**src/rtl/spike_pkg.sv**
```systemverilog
// Shared definitions for the spike-processing stages: FSM state type,
// default widths and a saturating increment used wherever spikes are tallied.
package spike_pkg;

   typedef enum logic {
      IDLE  = 1'b0,
      COUNT = 1'b1
   } state_t;

   localparam int CNT_W_DEF = 8;
   localparam int WIN_W_DEF = 8;

   // Width-agnostic: callers widen to 32 bits and truncate the result back.
   function automatic logic [31:0] sat_inc(input logic [31:0] val,
                                           input logic [31:0] lim,
                                           input logic        inc);
      return (inc && (val < lim)) ? val + 32'd1 : val;
   endfunction

endpackage

```
**src/rtl/spike_rate_counter_window_timer.sv**
```systemverilog
// Window timer: latches the window length at start and flags the first and
// last cycles of each window. A length of 0 wraps to 2^WIN_W cycles.
module window_timer
   import spike_pkg::*;
#(
   parameter int WIN_W = WIN_W_DEF
) (
   input  logic             clk,
   input  logic             reset,
   input  logic             start,
   input  logic             advance,
   input  logic [WIN_W-1:0] window_len,
   output logic             first,
   output logic             last
);

   logic [WIN_W-1:0] remain;
   logic             first_q;

   // Down-counter loaded with N-1; 0 - 1 wraps to all-ones, giving 2^WIN_W cycles.
   always_ff @(posedge clk) begin
      if (reset) begin
         remain  <= '0;
         first_q <= 1'b0;
      end else if (start) begin
         remain  <= window_len - WIN_W'(1);
         first_q <= 1'b1;
      end else if (advance) begin
         remain  <= remain - WIN_W'(1);
         first_q <= 1'b0;
      end
   end

   assign first = first_q;
   assign last  = (remain == '0);

endmodule

```
**src/rtl/spike_rate_counter.sv**
```systemverilog
// Per-neuron spike rate counter: tallies spikes over a programmable window and
// publishes each count through a valid/ready slot. SPIKE_RATE_ISI_EN adds isi_min.
//
// state | meaning
// IDLE  | no window running; waits for enable
// COUNT | window in progress; last cycle publishes and may restart
module spike_rate_counter
   import spike_pkg::*;
#(
   parameter int CNT_W = CNT_W_DEF,
   parameter int WIN_W = WIN_W_DEF
) (
   input  logic             clk,
   input  logic             reset,
   input  logic             spike,
   input  logic             enable,
   input  logic [WIN_W-1:0] window_len,
   output logic [CNT_W-1:0] count,
   output logic             count_sat,
   output logic             count_valid,
   input  logic             count_ready,
   output logic             overrun,
   output logic             busy
`ifdef SPIKE_RATE_ISI_EN
   ,
   output logic [WIN_W-1:0] isi_min
`endif
);

   localparam logic [CNT_W-1:0] CNT_MAX = '1;

   state_t           state, state_nxt;
   logic             start, publish, drop, slot_free;
   logic             win_first, win_last;
   logic [CNT_W-1:0] acc, acc_base, acc_nxt;
   logic             sat, sat_base, sat_nxt;

   window_timer #(.WIN_W(WIN_W)) u_timer (
      .clk        (clk),
      .reset      (reset),
      .start      (start),
      .advance    (state == COUNT),
      .window_len (window_len),
      .first      (win_first),
      .last       (win_last)
   );

   always_ff @(posedge clk) begin
      if (reset) state <= IDLE;
      else       state <= state_nxt;
   end

   // The first window cycle counts from zero regardless of the stale accumulator.
   always_comb begin
      acc_base  = win_first ? '0 : acc;
      sat_base  = win_first ? 1'b0 : sat;
      acc_nxt   = CNT_W'(sat_inc(32'(acc_base), 32'(CNT_MAX), spike));
      sat_nxt   = sat_base | (spike && (acc_base == CNT_MAX));
      slot_free = !count_valid || count_ready;
      state_nxt = state;
      start     = 1'b0;
      publish   = 1'b0;
      drop      = 1'b0;
      case (state)
         IDLE: begin
            if (enable) begin
               start     = 1'b1;
               state_nxt = COUNT;
            end
         end
         COUNT: begin
            if (win_last) begin
               publish = slot_free;
               drop    = !slot_free;
               if (enable) start     = 1'b1;
               else        state_nxt = IDLE;
            end
         end
         default: state_nxt = IDLE;
      endcase
   end

   always_ff @(posedge clk) begin
      if (reset) begin
         acc         <= '0;
         sat         <= 1'b0;
         count       <= '0;
         count_sat   <= 1'b0;
         count_valid <= 1'b0;
         overrun     <= 1'b0;
      end else begin
         if (state == COUNT) begin
            acc <= acc_nxt;
            sat <= sat_nxt;
         end
         if (publish) begin
            count       <= acc_nxt;
            count_sat   <= sat_nxt;
            count_valid <= 1'b1;
         end else if (count_valid && count_ready) begin
            count_valid <= 1'b0;
         end
         if (drop) overrun <= 1'b1;
      end
   end

   assign busy = (state == COUNT);

`ifdef SPIKE_RATE_ISI_EN
   logic [WIN_W-1:0] gap, isi_acc, isi_base, isi_nxt;
   logic             seen, seen_base;

   // gap = cycles since the previous spike in this window; only valid once seen.
   always_comb begin
      seen_base = win_first ? 1'b0 : seen;
      isi_base  = win_first ? '1 : isi_acc;
      isi_nxt   = (spike && seen_base && (gap < isi_base)) ? gap : isi_base;
   end

   always_ff @(posedge clk) begin
      if (reset) begin
         gap     <= '0;
         seen    <= 1'b0;
         isi_acc <= '1;
         isi_min <= '1;
      end else begin
         if (state == COUNT) begin
            isi_acc <= isi_nxt;
            if (spike) begin
               gap  <= WIN_W'(1);
               seen <= 1'b1;
            end else begin
               gap  <= gap + WIN_W'(1);
               seen <= seen_base;
            end
         end
         if (publish) isi_min <= isi_nxt;
      end
   end
`endif

endmodule

```
**config.mk**
```make
export PLATFORM = sky130hd
export DESIGN_NAME = spike_rate_counter
export DESIGN_NICKNAME = d
export VERILOG_FILES = /design/src/rtl/spike_pkg.sv /design/src/rtl/spike_rate_counter_window_timer.sv /design/src/rtl/spike_rate_counter.sv
export SDC_FILE = /design/constraint.sdc
export NUM_CORES = 1
export LEC_CHECK = 0
export ABC_AREA = 1
export BUFFER_PORTS_ARGS = -buffer_cell sky130_fd_sc_hd__buf_4
export CAP_MARGIN = 30
export CELL_PAD_IN_SITES_DETAIL_PLACEMENT = 1
export CELL_PAD_IN_SITES_GLOBAL_PLACEMENT = 2
export CORE_UTILIZATION = 31
export DETAILED_ROUTE_END_ITERATION = 8
export HOLD_SLACK_MARGIN = 0.03
export PLACE_DENSITY_LB_ADDON = 0.12
export SYNTH_ARGS = -nofsm -noshare
export SYNTH_HDL_FRONTEND = slang
export SYNTH_HIERARCHICAL = 1
export SYNTH_SLANG_ARGS = --single-unit
```
**constraint.sdc**
```tcl
create_clock -name clk -period 3.1 [get_ports clk]
set_clock_uncertainty 0.15 [all_clocks]
set_input_delay 0.775 -clock clk [delete_from_list [all_inputs] [get_ports clk]]
set_output_delay 0.775 -clock clk [all_outputs]
set_load 0.01 [all_outputs]
```
==> summary.txt <==
Status
  – Status: finished, final reports clean

Logic synthesis
  – Avg Cell Area, Syn: between 6 and 7 µm²
  – Synthesized area: 1772 µm²
  – Area leader, netlist: dfxtp_1
  – Post-synth top area share: approximately a third
  – Sequential fraction of the synthesis area: about a third
  – Main area contributors after synthesis: dfxtp_1 34%, nand2_1 11%, inv_1 10%
  – Mapped Nets: ~280
  – Warnings from Yosys: 6
  – Distinct cells, synth: 25
  – Synth Instances: about 260
  – Yosys reg bits: 30

Global route
  – All-Layer GR Usage: 16.12%
  – Antenna violations before repair: 0
  – Pin count of the biggest net entering global routing: 20
  – Global-route wire length before repair: 7617 µm
  – Number of global-route vias before repair: 1596
  – Grt ovf: 0

Drt
  – DR iter-0 viols: 71
  – Vias per cell: ~4.5
  – Detailed Routing Iterations Pass 1: 4
  – Routed vias: around 1600
  – ANT nets after route: 0
  – Routed WL: 4250 µm
  – Drt wl/cell: ~12 µm
  – DR DRC count: 0

CTS
  – CTS tree: yes
  – Post-CTS Setup Inserts: 0
  – Hold_buf cts: 0
  – CTS resizes: 0
  – Clk_lat worst skew: about 0.27 ns
  – Root buf cell: clkbuf_8
  – TritonCTS buffer count: 5
  – Htree depth: 2
  – Worst-path clk slew: approximately 0.060 ns
  – Sink Count: 30
  – Max clock buf depth: 2

STA
  – Final worst slack: between 0.7 and 0.8 ns
  – Final slew viol count: 0
  – Worst slew pin tran: ~0.73 ns
  – Final Hold Viols: 0
  – Slew margin rel.: between 50% and 60%
  – Endpoints failing setup: 0
  – Post-layout minimum cycle time: around 2.3 ns
  – RSZ-0062 raised after global routing: no
  – Sum Neg Setup Slack: 0 ns
  – F_max: 0.4294 GHz
  – Final period util: around three quarters

Setup path
  – Worst EP required: 3.11 ns
  – Critical Path Sink Type: register
  – Critical Path Max Stage Delay: ~0.31 ns
  – Crit path buf inv count: 4
  – Most used cell, CP: nand2_1
  – Critical path's slowest cell: dfxtp_1
  – Crit path depth: 16
  – CP Max Fanout: 12
  – CP Data Arrival Time: 2.34 ns
  – Delay-heaviest family, CP: simple AND/OR/NAND/NOR gates
  – Critical path type: reg2reg
  – R2r setup slk: slightly below 0.8 ns
  – Worst path cell trace: inv_1 > nand4_1 > nor2_1 > inv_1 > a21oi_1 > buf_4 > inv_2 > nand2_1 > nand2_4 > ha_1 > nand2_1 > nor2_2 > nand2_1 > nand2_1 > nand3_1 > a21oi_1
  – Crit path launch type: register
  – Worst reg2reg path depth: 16

Place
  – Setup WS pre-CTS: just over 0.6 ns
  – PortBufs: 24
  – Detailed placement HPWL: 3242 µm
  – GP Congestion: around 0.78

Die
  – Chip width: 77.60 µm
  – Die Span Y: roughly 78 µm
  – Boundary Pins: 25
  – Core ar.: roughly 5500 µm²
  – Die ar.: roughly 6000 µm²
  – # rows: 27
  – Starting Density: 32.17%

Power and ir drop
  – P_leak: roughly 0.0010 µW
  – Cell Pwr Density: 509.5 nW/µm²
  – Max IR drop VDD: around 0.00026 V

Cells and area
  – Layout cells sized above 1: 19.93%
  – Commonest non-fill, non-tap cell in the layout: nand2_1
  – Number of diodes: 0
  – Post-synthesis to final-layout area growth: 14.97%
  – Commonest non-fill, non-tap cells in the layout: 53 x nand2_1, 47 x inv_1, 30 x dfxtp_1, 26 x buf_4, 22 x nor2_1
  – Final #Nets: 300

Hold path
  – Hold Crit Depth: 2
  – Worst Hold Class: reg2reg

Flow run
  – Maxcap violations: 0
-- stage by stage --
step | total power (µW) | instance area, µm² | util [%] | std cells | hold slack, ns
6_report | 1038 | 2037 | 36.99 | 358 | 0.3180
5_1_grt | 1121 | 2037 | 36.99 | 358 | 0.3435
4_1_cts | 1063 | 2037 | 36.99 | 358 | 0.3222
3_5_place_dp | 763.9 | 1961 | 35.61 | 351 | 0.3099
3_3_place_gp | 762.6 | 1961 | 35.61 | 351 | 0.3043
2_1_floorplan | 687.9 | 1772 | - | 261 | 0.2875
-- final timing paths --
kind / start / end
worst max-delay path: u_timer/remain[3]$_SDFFE_PP0P_ / u_timer/remain[6]$_SDFFE_PP0P_
worst min-delay path: u_timer/remain[6]$_SDFFE_PP0P_ / u_timer/remain[6]$_SDFFE_PP0P_
worst min register to register: u_timer/remain[6]$_SDFFE_PP0P_ / u_timer/remain[6]$_SDFFE_PP0P_
worst max register to register: u_timer/remain[3]$_SDFFE_PP0P_ / u_timer/remain[6]$_SDFFE_PP0P_
-- cells in the mapped netlist, drive strengths merged --
| cell type | count |
|---|---|
| nand2 | 64 |
| inv | 50 |
| dfxtp | 30 |
| nor2 | 29 |
| nand3 | 23 |
| a21oi | 21 |
| o21ai | 20 |
| nand4 | 7 |
| buf | 4 |
| clkbuf | 4 |
| nor3 | 2 |
| o211ai | 2 |
| o21bai | 2 |
| ha | 1 |
| o22ai | 1 |
| or2 | 1 |
-- routing by layer --
| layer | share of wire, % | track usage (%) |
|---|---|---|
| met5 | 0 | 0 |
| met4 | 1.7 | 6.226 |
| met3 | 3.5 | 4.118 |
| met2 | 40 | 23.19 |
| met1 | 54 | 22.76 |
-- flip-flops by register name (all words and copies together), names as in the netlist --
signal,flops
u_timer/remain,8
u_timer/first,1
acc,8
count_valid,1
overrun,1
count_sat,1
sat,1
busy,1
count,8
-- where the power goes --
part	internal (µW)	switching (µW)
logic	111	186
registers	427	26.9
clock network	154	133
total	692	346
-- worst reg2reg max path, delay by kind of cell, from the launching register on --
kind            cells  cell delay [ns]
compound gates      2             0.19
fa+ha+maj           1             0.20
buf+inv             4             0.50
flops               1             0.31
simple gates        9             0.86
-- final cells by class --
type | count | area (µm²)
fillers | 726 | 3470
multi-input cells | 173 | 887.1
flip-flops and latches | 30 | 600.6
repair buffers | 26 | 195.2
inverters | 50 | 187.7
well taps | 72 | 90.09
clock buffers | 7 | 76.32
-- logic make-up after synthesis --
family                   Yosys count  share of synthesized area [%]
buffers and inverters             58                          16.03
adder cells (fa/ha/maj)            1                         0.7061
AO/OA/AOI/OAI                     46                          13.84
flip-flops                        30                          33.90
AND/OR/NAND/NOR                  126                          35.52
(Power assumes the default switching activity.)
